### src/rtl/delete_event_queue.sv
// Timestamped FIFO of Delete Order events with first-word-fall-through output and sticky overflow.
// Define DELETE_QUEUE_STATS_EN to add saturating accepted/dropped event counters.
module delete_event_queue #(
    parameter int DEPTH    = 8,
    parameter int TS_WIDTH = 32
) (
    input  logic                     clk,
    input  logic                     rst,
    input  logic                     delete_internal_valid,
    input  logic                     delete_packet_invalid,
    input  logic [63:0]              delete_order_ref,
    output logic                     out_valid,
    input  logic                     out_ready,
    output logic [63:0]              out_order_ref,
    output logic [TS_WIDTH-1:0]      out_timestamp,
    output logic                     overflow,
    input  logic                     overflow_clr,
    output logic [$clog2(DEPTH):0]   level
`ifdef DELETE_QUEUE_STATS_EN
    ,
    output logic [31:0]              accepted_count,
    output logic [31:0]              dropped_count
`endif
);

    localparam int AW = $clog2(DEPTH);
    localparam logic [AW:0] FULL_LEVEL = (AW + 1)'(DEPTH);

    // Handshake: an entry transfers out when out_valid && out_ready on a rising clk;
    // out_valid depends only on stored occupancy, never on out_ready.
    logic [AW-1:0]          rd_ptr;
    logic [AW-1:0]          wr_ptr;
    logic [TS_WIDTH-1:0]    ts_count;
    logic [TS_WIDTH+63:0]   mem [DEPTH];
    logic [TS_WIDTH+63:0]   head;

    logic full;
    logic push_req;
    logic pop;
    logic do_push;
    logic drop;

    assign full     = (level == FULL_LEVEL);
    assign push_req = delete_internal_valid && !delete_packet_invalid;
    assign pop      = out_valid && out_ready;
    // A full queue still takes a push when the head leaves in the same cycle.
    assign do_push  = push_req && (!full || pop);
    assign drop     = push_req && full && !pop;

    always_ff @(posedge clk) begin
        if (rst) begin
            rd_ptr   <= '0;
            wr_ptr   <= '0;
            level    <= '0;
            ts_count <= '0;
            overflow <= 1'b0;
        end else begin
            ts_count <= ts_count + 1'b1;
            if (do_push) wr_ptr <= wr_ptr + 1'b1;
            if (pop)     rd_ptr <= rd_ptr + 1'b1;
            case ({do_push, pop})
                2'b10:   level <= level + 1'b1;
                2'b01:   level <= level - 1'b1;
                default: level <= level;
            endcase
            if (drop)              overflow <= 1'b1;
            else if (overflow_clr) overflow <= 1'b0;
        end
    end

    always_ff @(posedge clk) begin
        if (do_push && !rst) mem[wr_ptr] <= {ts_count, delete_order_ref};
    end

    assign head          = mem[rd_ptr];
    assign out_valid     = (level != '0);
    assign out_order_ref = out_valid ? head[63:0] : 64'd0;
    assign out_timestamp = out_valid ? head[TS_WIDTH+63:64] : '0;

`ifdef DELETE_QUEUE_STATS_EN
    always_ff @(posedge clk) begin
        if (rst) begin
            accepted_count <= '0;
            dropped_count  <= '0;
        end else begin
            if (do_push && accepted_count != '1) accepted_count <= accepted_count + 1'b1;
            if (drop && dropped_count != '1)     dropped_count  <= dropped_count + 1'b1;
        end
    end
`endif

endmodule

### config.mk
export PLATFORM = sky130hd
export DESIGN_NAME = delete_event_queue
export DESIGN_NICKNAME = d
export VERILOG_FILES = /design/src/rtl/delete_event_queue.sv
export SDC_FILE = /design/constraint.sdc
export NUM_CORES = 1
export LEC_CHECK = 0
export ABC_AREA = 0
export CORE_ASPECT_RATIO = 1.2
export CORE_UTILIZATION = 60
export CTS_CLUSTER_DIAMETER = 150
export DETAILED_ROUTE_END_ITERATION = 7
export PLACE_DENSITY = 0.8
export SYNTH_ARGS = -nofsm -noshare
export SYNTH_HDL_FRONTEND = slang
export SYNTH_SLANG_ARGS = --single-unit
### constraint.sdc
create_clock -name clk -period 32.8 [get_ports clk]
set_input_delay 6.56 -clock clk [delete_from_list [all_inputs] [get_ports clk]]
set_output_delay 6.56 -clock clk [all_outputs]
set_load 0.01 [all_outputs]
### Word level (Yosys, flattened, before mapping)

Memories as Yosys holds them, arrays and structs flattened. A register that Yosys moved wholly into a read port is not among the register bits.
Cells that the tools add are included.
W data, S select, Z words.

| cells by class | value |
|---|---|
| $add $sub $neg | 5 |
| equality and inequality tests | 3 |
| muxes and demuxes | 9 |
| reduce and logical (&&, ||, !) cells | 14 |

Operator list:

| kind | count |
|---|---|
| $mux W64 | 1 |
| $add A32 B1 Y32 const B | 1 |
| $mux W32 | 1 |
| $pmux W4 S2 | 1 |
| $add A3 B1 Y3 const B | 2 |
| $logic_and A1 B1 Y1 | 6 |
| $mux W3 | 2 |
| $add A4 B1 Y4 const B | 1 |
| $eq A4 B4 Y1 const B | 1 |
| $logic_not A1 Y1 | 4 |
| $mux W1 | 4 |
| $reduce_bool A2 Y1 | 2 |
| $reduce_bool A4 Y1 | 1 |
| $sub A4 B1 Y4 const B | 1 |
| $eq A2 B1 Y1 const B | 1 |
| $eq A2 B2 Y1 const B | 1 |
| $logic_or A1 B1 Y1 | 1 |

| storage, ports and cells | value |
|---|---|
| register bits | 43 |
| memory bits (writable) | 768 |
| output and inout port bits | 102 |
| memories kept | 1 |

Memory list:

| name | depth | bits a word | rd ports | clocked after Yosys merged registers in | wr ports | line | text |
|---|---|---|---|---|---|---|---|
| mem | 8 | 96 | 1 | 1 | 1 | 34 | `logic [TS_WIDTH+63:0] mem [DEPTH];` |

### Depth between registers and ports, before layout

Gate-level depths: netlist of the first run.

| logic depth | value |
|---|---|
| word-level depth | 7 |
| mapped depth | 8 |

### Worst setup path after synthesis of the first run

No wires, ideal clock.

| path | value |
|---|---|
| kind | input to register |
| start point | input port delete_internal_valid |
| end point | memory mem[6][0] (netlist bit) (enable) |
| library setup time | 820 ps |
| arrival time | 17173 ps |
| data required time | 31980 ps |
| setup slack | 14807 ps |
| stages | 5 |
| buffers on the path | 1 |
| cell sequence | nor2b_1 clkbuf_1 o21a_1 nand2_1 nor4b_1 |

| on the way | value |
|---|---|
| word-level cells in the longest chain between the ends | 5 |

Ends and longest elaborated chain:

| what | line | text |
|---|---|---|
| start, declared | 9 | `input logic delete_internal_valid,` |
| $logic_and A1 B1 Y1 | 44 | `assign push_req = delete_internal_valid && !delete_packet_invalid;` |
| $logic_and A1 B1 Y1 | 47 | `assign do_push = push_req && (!full \|\| pop);` |
| $logic_and A1 B1 Y1 | 72 | `if (do_push && !rst) mem[wr_ptr] <= {ts_count, delete_order_ref};` |
| $mux W1 | 72 |  |
| $mux W1 (implied by the code) | 72 |  |
| end, declared | 34 |  |

No other way between the ends.

==> results of run 1 <==
critical path, cell delays in order, from the launching register on:
cell and delay (ps):
dfxtp_4 950, buf_4 940, mux4_2 600, mux2i_1 410
nor2_1 90, clkdlybuf4s50_1 500
state kept, by name, indices dropped and copies added, names as in the netlist, named ones only:
signal,cells
level,4
mem,768
overflow,1
rd_ptr,3
ts_count,32
wr_ptr,3
path summary, 6_finish.rpt:
kind                   from                 to  cells past startpoint  slack [ps]
hold / removal    rd_ptr[1]               flop                      2         500
setup reg to reg   level[0]         mem[2][41]                      6       29310
hold reg to reg   rd_ptr[1]               flop                      2         500
setup / recovery       flop  out_timestamp[16]                      5       22100
placed cells by master (no fill, tap or decap), types with 3 or more instances in the layout:
master,Yosys,routed
mux2_2,5,5
or3_1,8,8
or4_1,8,8
nor4_1,5,3
nand4_1,9,9
nand2_1,17,17
a21oi_1,18,18
edfxtp_1,768,768
buf_4,0,25
clkbuf_1,38,15
clkinv_1,0,21
dfxtp_1,46,43
inv_6,0,4
xnor2_1,7,7
ha_1,4,4
clkdlybuf4s50_1,0,170
bufinv_16,0,5
nor2b_1,8,8
mux4_2,192,192
inv_1,3,3
xor2_1,11,11
clkinv_2,0,12
clkbuf_16,0,78
dfxtp_4,0,3
o21ai_0,8,8
nand3_1,9,9
nor2_1,125,124
and4_1,6,6
mux2i_1,98,98
o31ai_1,8,8
cell families (layout without fill, tap and decap cells):
group | after synthesis | count (layout)
AND/OR/NAND/NOR | 213 | 213
flip-flops | 814 | 814
buffers and inverters | 81 | 338
adder cells (fa/ha/maj) | 4 | 4
XOR/XNOR | 18 | 18
other | 0 | 2
AO/OA/AOI/OAI | 40 | 40
multiplexers | 295 | 295
power groups by stage:
stage	combinational, uW	sequential (uW)	clock (uW)
floorplan	353	1170	0
global placement	555	1190	0
detailed placement	559	1190	0
CTS	566	1170	852
global route	595	1170	886
finish	556	1170	839
metal layers:
| layer | global-route usage | up-vias | wire length [um] |
|---|---|---|---|
| li1 | - | 6414 | - |
| met1 | 0.323 | 7938 | 24600 |
| met2 | 0.412 | 564 | 32600 |
| met3 | 0.0353 | 92 | 3690 |
| met4 | 0.0826 | 4 | 1500 |
| met5 | 0 | - | 27 |
layout make-up:
cell class / count / area share
Timing Repair Buffer: 196 / 0.0525
Tap cell: 697 / 0.0242
Clock buffer: 94 / 0.0561
Multi-Input combinational cell: 570 / 0.192
Inverter: 3 / 0.000312
Sequential cell: 814 / 0.665
Clock inverter: 45 / 0.00985
Antenna cell: 2 / 0.000139
metrics by stage:
stage / setup WS (ps) / power (uW) / hold WS [ps] / util
6_report: 22100 / 2560 / 496 / 0.702
3_3_place_gp: 22580 / 1740 / 455 / 0.656
3_5_place_dp: 22500 / 1750 / 495 / 0.656
4_1_cts: 21920 / 2590 / 504 / 0.702
2_1_floorplan: 14810 / 1520 / 454 / -
5_1_grt: 21780 / 2650 / 522 / 0.702
==> impl_metrics.toml, run 1 <==
[cells_and_area]
syn_to_final_growth_pct = 15.7
multi_input_area_um2 = 6910
register_area_um2 = 24000
layout-drive-gt1-share = 0.198
design_area_um2 = 36100
fillers = 2937
final_cell_count_no_fill = 2421
layout.nets = 1735

[clocking]
cts_tree = "yes"
clkSlewWorstSetupHoldPaths_ps = 60
clockBufferDepth = 3
cts_setup_buffers = 0
htree_num_levels = 3
ctsHoldBuffers = 0
cts_sinks = 814
cts_buffers = 76
cts_resized = 0
clock_latency_ps = 620
clockRootBuffer = "clkbuf_16"

[floorplanning]
dieHeight_um = 252
fp.dieW_um = 210
start_util = 0.607
rows = 91
die_area_um2 = 52900
io_pins = 172
core_area_um2 = 51400

[synth]
synth_area_um2 = 31200
synth_area_leader_cell = "edfxtp_1"
synth_commonest_cells = "edfxtp_1 (768), mux4_2 (192), nor2_1 (125)"
synth-xor-area-share = 0.00506
netlist.area_leader.share = 0.740
ys_ff_latch = 814
seq_area_frac_synth = 0.770
ys.flop_type = "edfxtp_1"
yosys.cell_count.top_type = "edfxtp_1"
synthSimpleGateAreaFrac = 0.0328
async_flop_share = 0
netlist_top_cells_area = "edfxtp_1 (74%), mux4_2 (14%), mux2i_1 (3.1%), dfxtp_1 (3.0%), nor2_1 (1.5%)"
synth_compound_area_frac = 0.00795
synth_fa_ha_area_frac = 0.00161
synth_cell_type_count = 42
synth.area.mux_share = 0.172
syn_inst = 1465
syn-num-nets = 1539
syn_area_per_cell_um2 = 21.3
synth_top_family_by_area = "multiplexers"
yosysWarnings = 0
synth_edf_count = 768

[power]
vdd_drop_max_mv = 0.0677
power.density_nw_per_um2 = 71.1
clockPowerShare = 0.327
pwr-share-seq = 0.456
comb_power_share = 0.217
intPower_uw = 1920
p_leak_uw = 0.0109
power_switching_uw = 648
p_sw_frac = 0.253

[placed_design]
placement.cell_area_um2 = 33700
gp_congestion = 0.731
place_inst = 2280
io_buffers = 171
hpwl_um = 32500

[detailed_routing]
drc = 0
wl_um = 62400
num_vias = 15000
ant_nets = 0
vias_per_cell = 6.20
first_iter_violations = 1541
post_drt_wl_per_cell_um = 25.8
dr.pass1.iters = 5

[worst_setup_path]
start_kind = "flop"
endpoint_kind = "output pin"
critPathKind = "flop to output pin"
required_ps = 26240
critPathArrivalTime_ps = 4140
worstPathMaxFanout = 52

[sta]
setup_viol = 0
rsz0062_at_grt = "false"
max_freq_mhz = 93.5
finalSetupTns_ps = 0
fin_crit_sh = 0.326
worst_slew_pin_slew_ps = 1150
hold_viol = 0
slew_violations = 0
skew_ps = 22.2
max_slew_margin = 0.235
period_minus_slack_ps = 10700

[min_path]
hold_path.class = "flop to flop"

[global_routing]
grt_pass1_vias = 15700
grt_overflow = 0
antenna_found_initial = 3
grt_use_total = 0.242
grt_max_degree = 67
grt_pass1_wl_um = 93500

[run_status]
status = "complete, no violations"

[flow_run]
cap_violations = 0
(Power assumes the default switching activity.)
==> run 2: changes to the inputs <==
--- a/config.mk
+++ b/config.mk
@@ -7,10 +7,10 @@
 export LEC_CHECK = 0
 export ABC_AREA = 0
 export CORE_ASPECT_RATIO = 1.2
-export CORE_UTILIZATION = 60
+export CORE_UTILIZATION = 54
 export CTS_CLUSTER_DIAMETER = 150
 export DETAILED_ROUTE_END_ITERATION = 7
-export PLACE_DENSITY = 0.8
+export PLACE_DENSITY = 0.76
 export SYNTH_ARGS = -nofsm -noshare
 export SYNTH_HDL_FRONTEND = slang
 export SYNTH_SLANG_ARGS = --single-unit
==> constraint.sdc (replaced) <==
create_clock -name clk -period 9.4 [get_ports clk]
set_input_delay 1.88 -clock clk [delete_from_list [all_inputs] [get_ports clk]]
set_output_delay 1.88 -clock clk [all_outputs]
set_load 0.01 [all_outputs]
==> run 2 against run 1 <==
- sequential share of layout area decreased by 0.15 points
- total power increased to 3.5 times the previous value
- sequential cell count unchanged
- hold slack improved by 14 ps
- global-route usage decreased by 2.1 points
- routed wire length increased by 1.3%
- combinational power increased to 3.6 times the previous value
==> impl_metrics.toml, run 2 (same netlist as run 1, synthesis figures left out) <==
[clocking]
htree_num_levels = 3
clock_latency_ps = 630
ctsHoldBuffers = 0
clockRootBuffer = "clkbuf_16"
cts_sinks = 814
cts_resized = 0
clkSlewWorstSetupHoldPaths_ps = 60
cts_tree = "yes"
cts_setup_buffers = 0
clockBufferDepth = 3
cts_buffers = 74

[cells_and_area]
layout.nets = 1734
final_cell_mix = "edfxtp_1 (768), mux4_2 (192), clkdlybuf4s50_1 (170)"
design_area_um2 = 36100
top_regs = "mem x768, ts_count x32, level x4"
largest-register = "mem"
layout-drive-gt1-share = 0.196
largest_register_ffs = 768
final_common_cell = "edfxtp_1"
syn_to_final_growth_pct = 16.0

[worst_setup_path]
endpoint_kind = "output pin"
critPathKind = "flop to output pin"
start_kind = "flop"
worstPathMaxFanout = 34
reg2regPathDepth = 6
required_ps = 7520
critPathArrivalTime_ps = 4110

[global_routing]
grt_overflow = 0
grt_pass1_vias = 15800
grt_max_degree = 72
grt_pass1_wl_um = 96100
antenna_found_initial = 2
grt_use_total = 0.221

[sta]
fin_crit_sh = 0.638
hold_viol = 0
skew_ps = 30.1
finalSetupTns_ps = 0
slew_violations = 0
max_slew_margin = 0.241
rsz0062_at_grt = "false"
worst_slack_ps = 3410
period_minus_slack_ps = 5990
whs_ps = 509
setup_viol = 0
max_freq_mhz = 167
worst_slew_pin_slew_ps = 1140

[floorplanning]
fp.dieW_um = 221
core_area_um2 = 57100
dieHeight_um = 265
die_area_um2 = 58700
start_util = 0.546
io_pins = 172
rows = 96

[placed_design]
io_buffers = 171
placement.cell_area_um2 = 33800
pre_cts_slack_ps = 3700
hpwl_um = 33200
gp_congestion = 0.720

[detailed_routing]
vias_per_cell = 6.07
ant_nets = 0
first_iter_violations = 1504
num_vias = 14900
post_drt_wl_per_cell_um = 25.8
dr.pass1.iters = 5
drc = 0
wl_um = 63300

[flow_run]
cap_violations = 0

[min_path]
hold_path.class = "flop to flop"
hold_depth = 2

[power]
vdd_drop_max_mv = 0.223
p_leak_uw = 0.0109
power.density_nw_per_um2 = 248

[run_status]
status = "complete, no violations"
-- run 2: worst paths after layout --
kind	slack, ps	from	to
hold reg to reg	510	rd_ptr[1]	flop
setup reg to reg	5750	level[0]	mem[7][92]
setup / recovery	3410	flop	out_timestamp[16]
hold / removal	510	rd_ptr[1]	flop
-- run 2: layer usage --
metal	vias up	global-route usage	part of all wire
li1	6426	-	-
met1	7874	0.294	0.41
met2	505	0.377	0.52
met3	92	0.0314	0.056
met4	2	0.0771	0.022
met5	-	0	0.00019
-- run 2: area by class of cell --
type | instances | area [um2]
tap | 735 | 920
fill | 3734 | 20900
timing repair buffer | 197 | 1910
multi-input combinational | 570 | 6950
inverter | 3 | 11.3
clock inverter | 30 | 304
sequential | 814 | 24000
antenna | 1 | 2.50
clock buffer | 106 | 2050
-- run 2: stage by stage --
step                power, uW   util  std cells
global placement         6130  0.592       2319
CTS                      9060  0.633       2455
finish                   8970  0.633       2456
floorplan                5310      -       1465
global route             9300  0.633       2456
detailed placement       6150  0.592       2319
-- run 2: worst max-delay path: stages, from the launching register on --
cell and delay, ps:
dfxtp_4 710, buf_4 620, buf_4 670, mux4_2 580, mux2i_1 250, nor2_1 80, clkdlybuf4s50_1 500
-- run 2: power by group --
part	internal, uW	total (uW)	leakage (uW)	switching, uW
combinational	1040	1990	0.00243	949
clock	1660	2930	0.00115	1270
sequential	3980	4050	0.00733	70.3
total	6680	8970	0.0109	2290
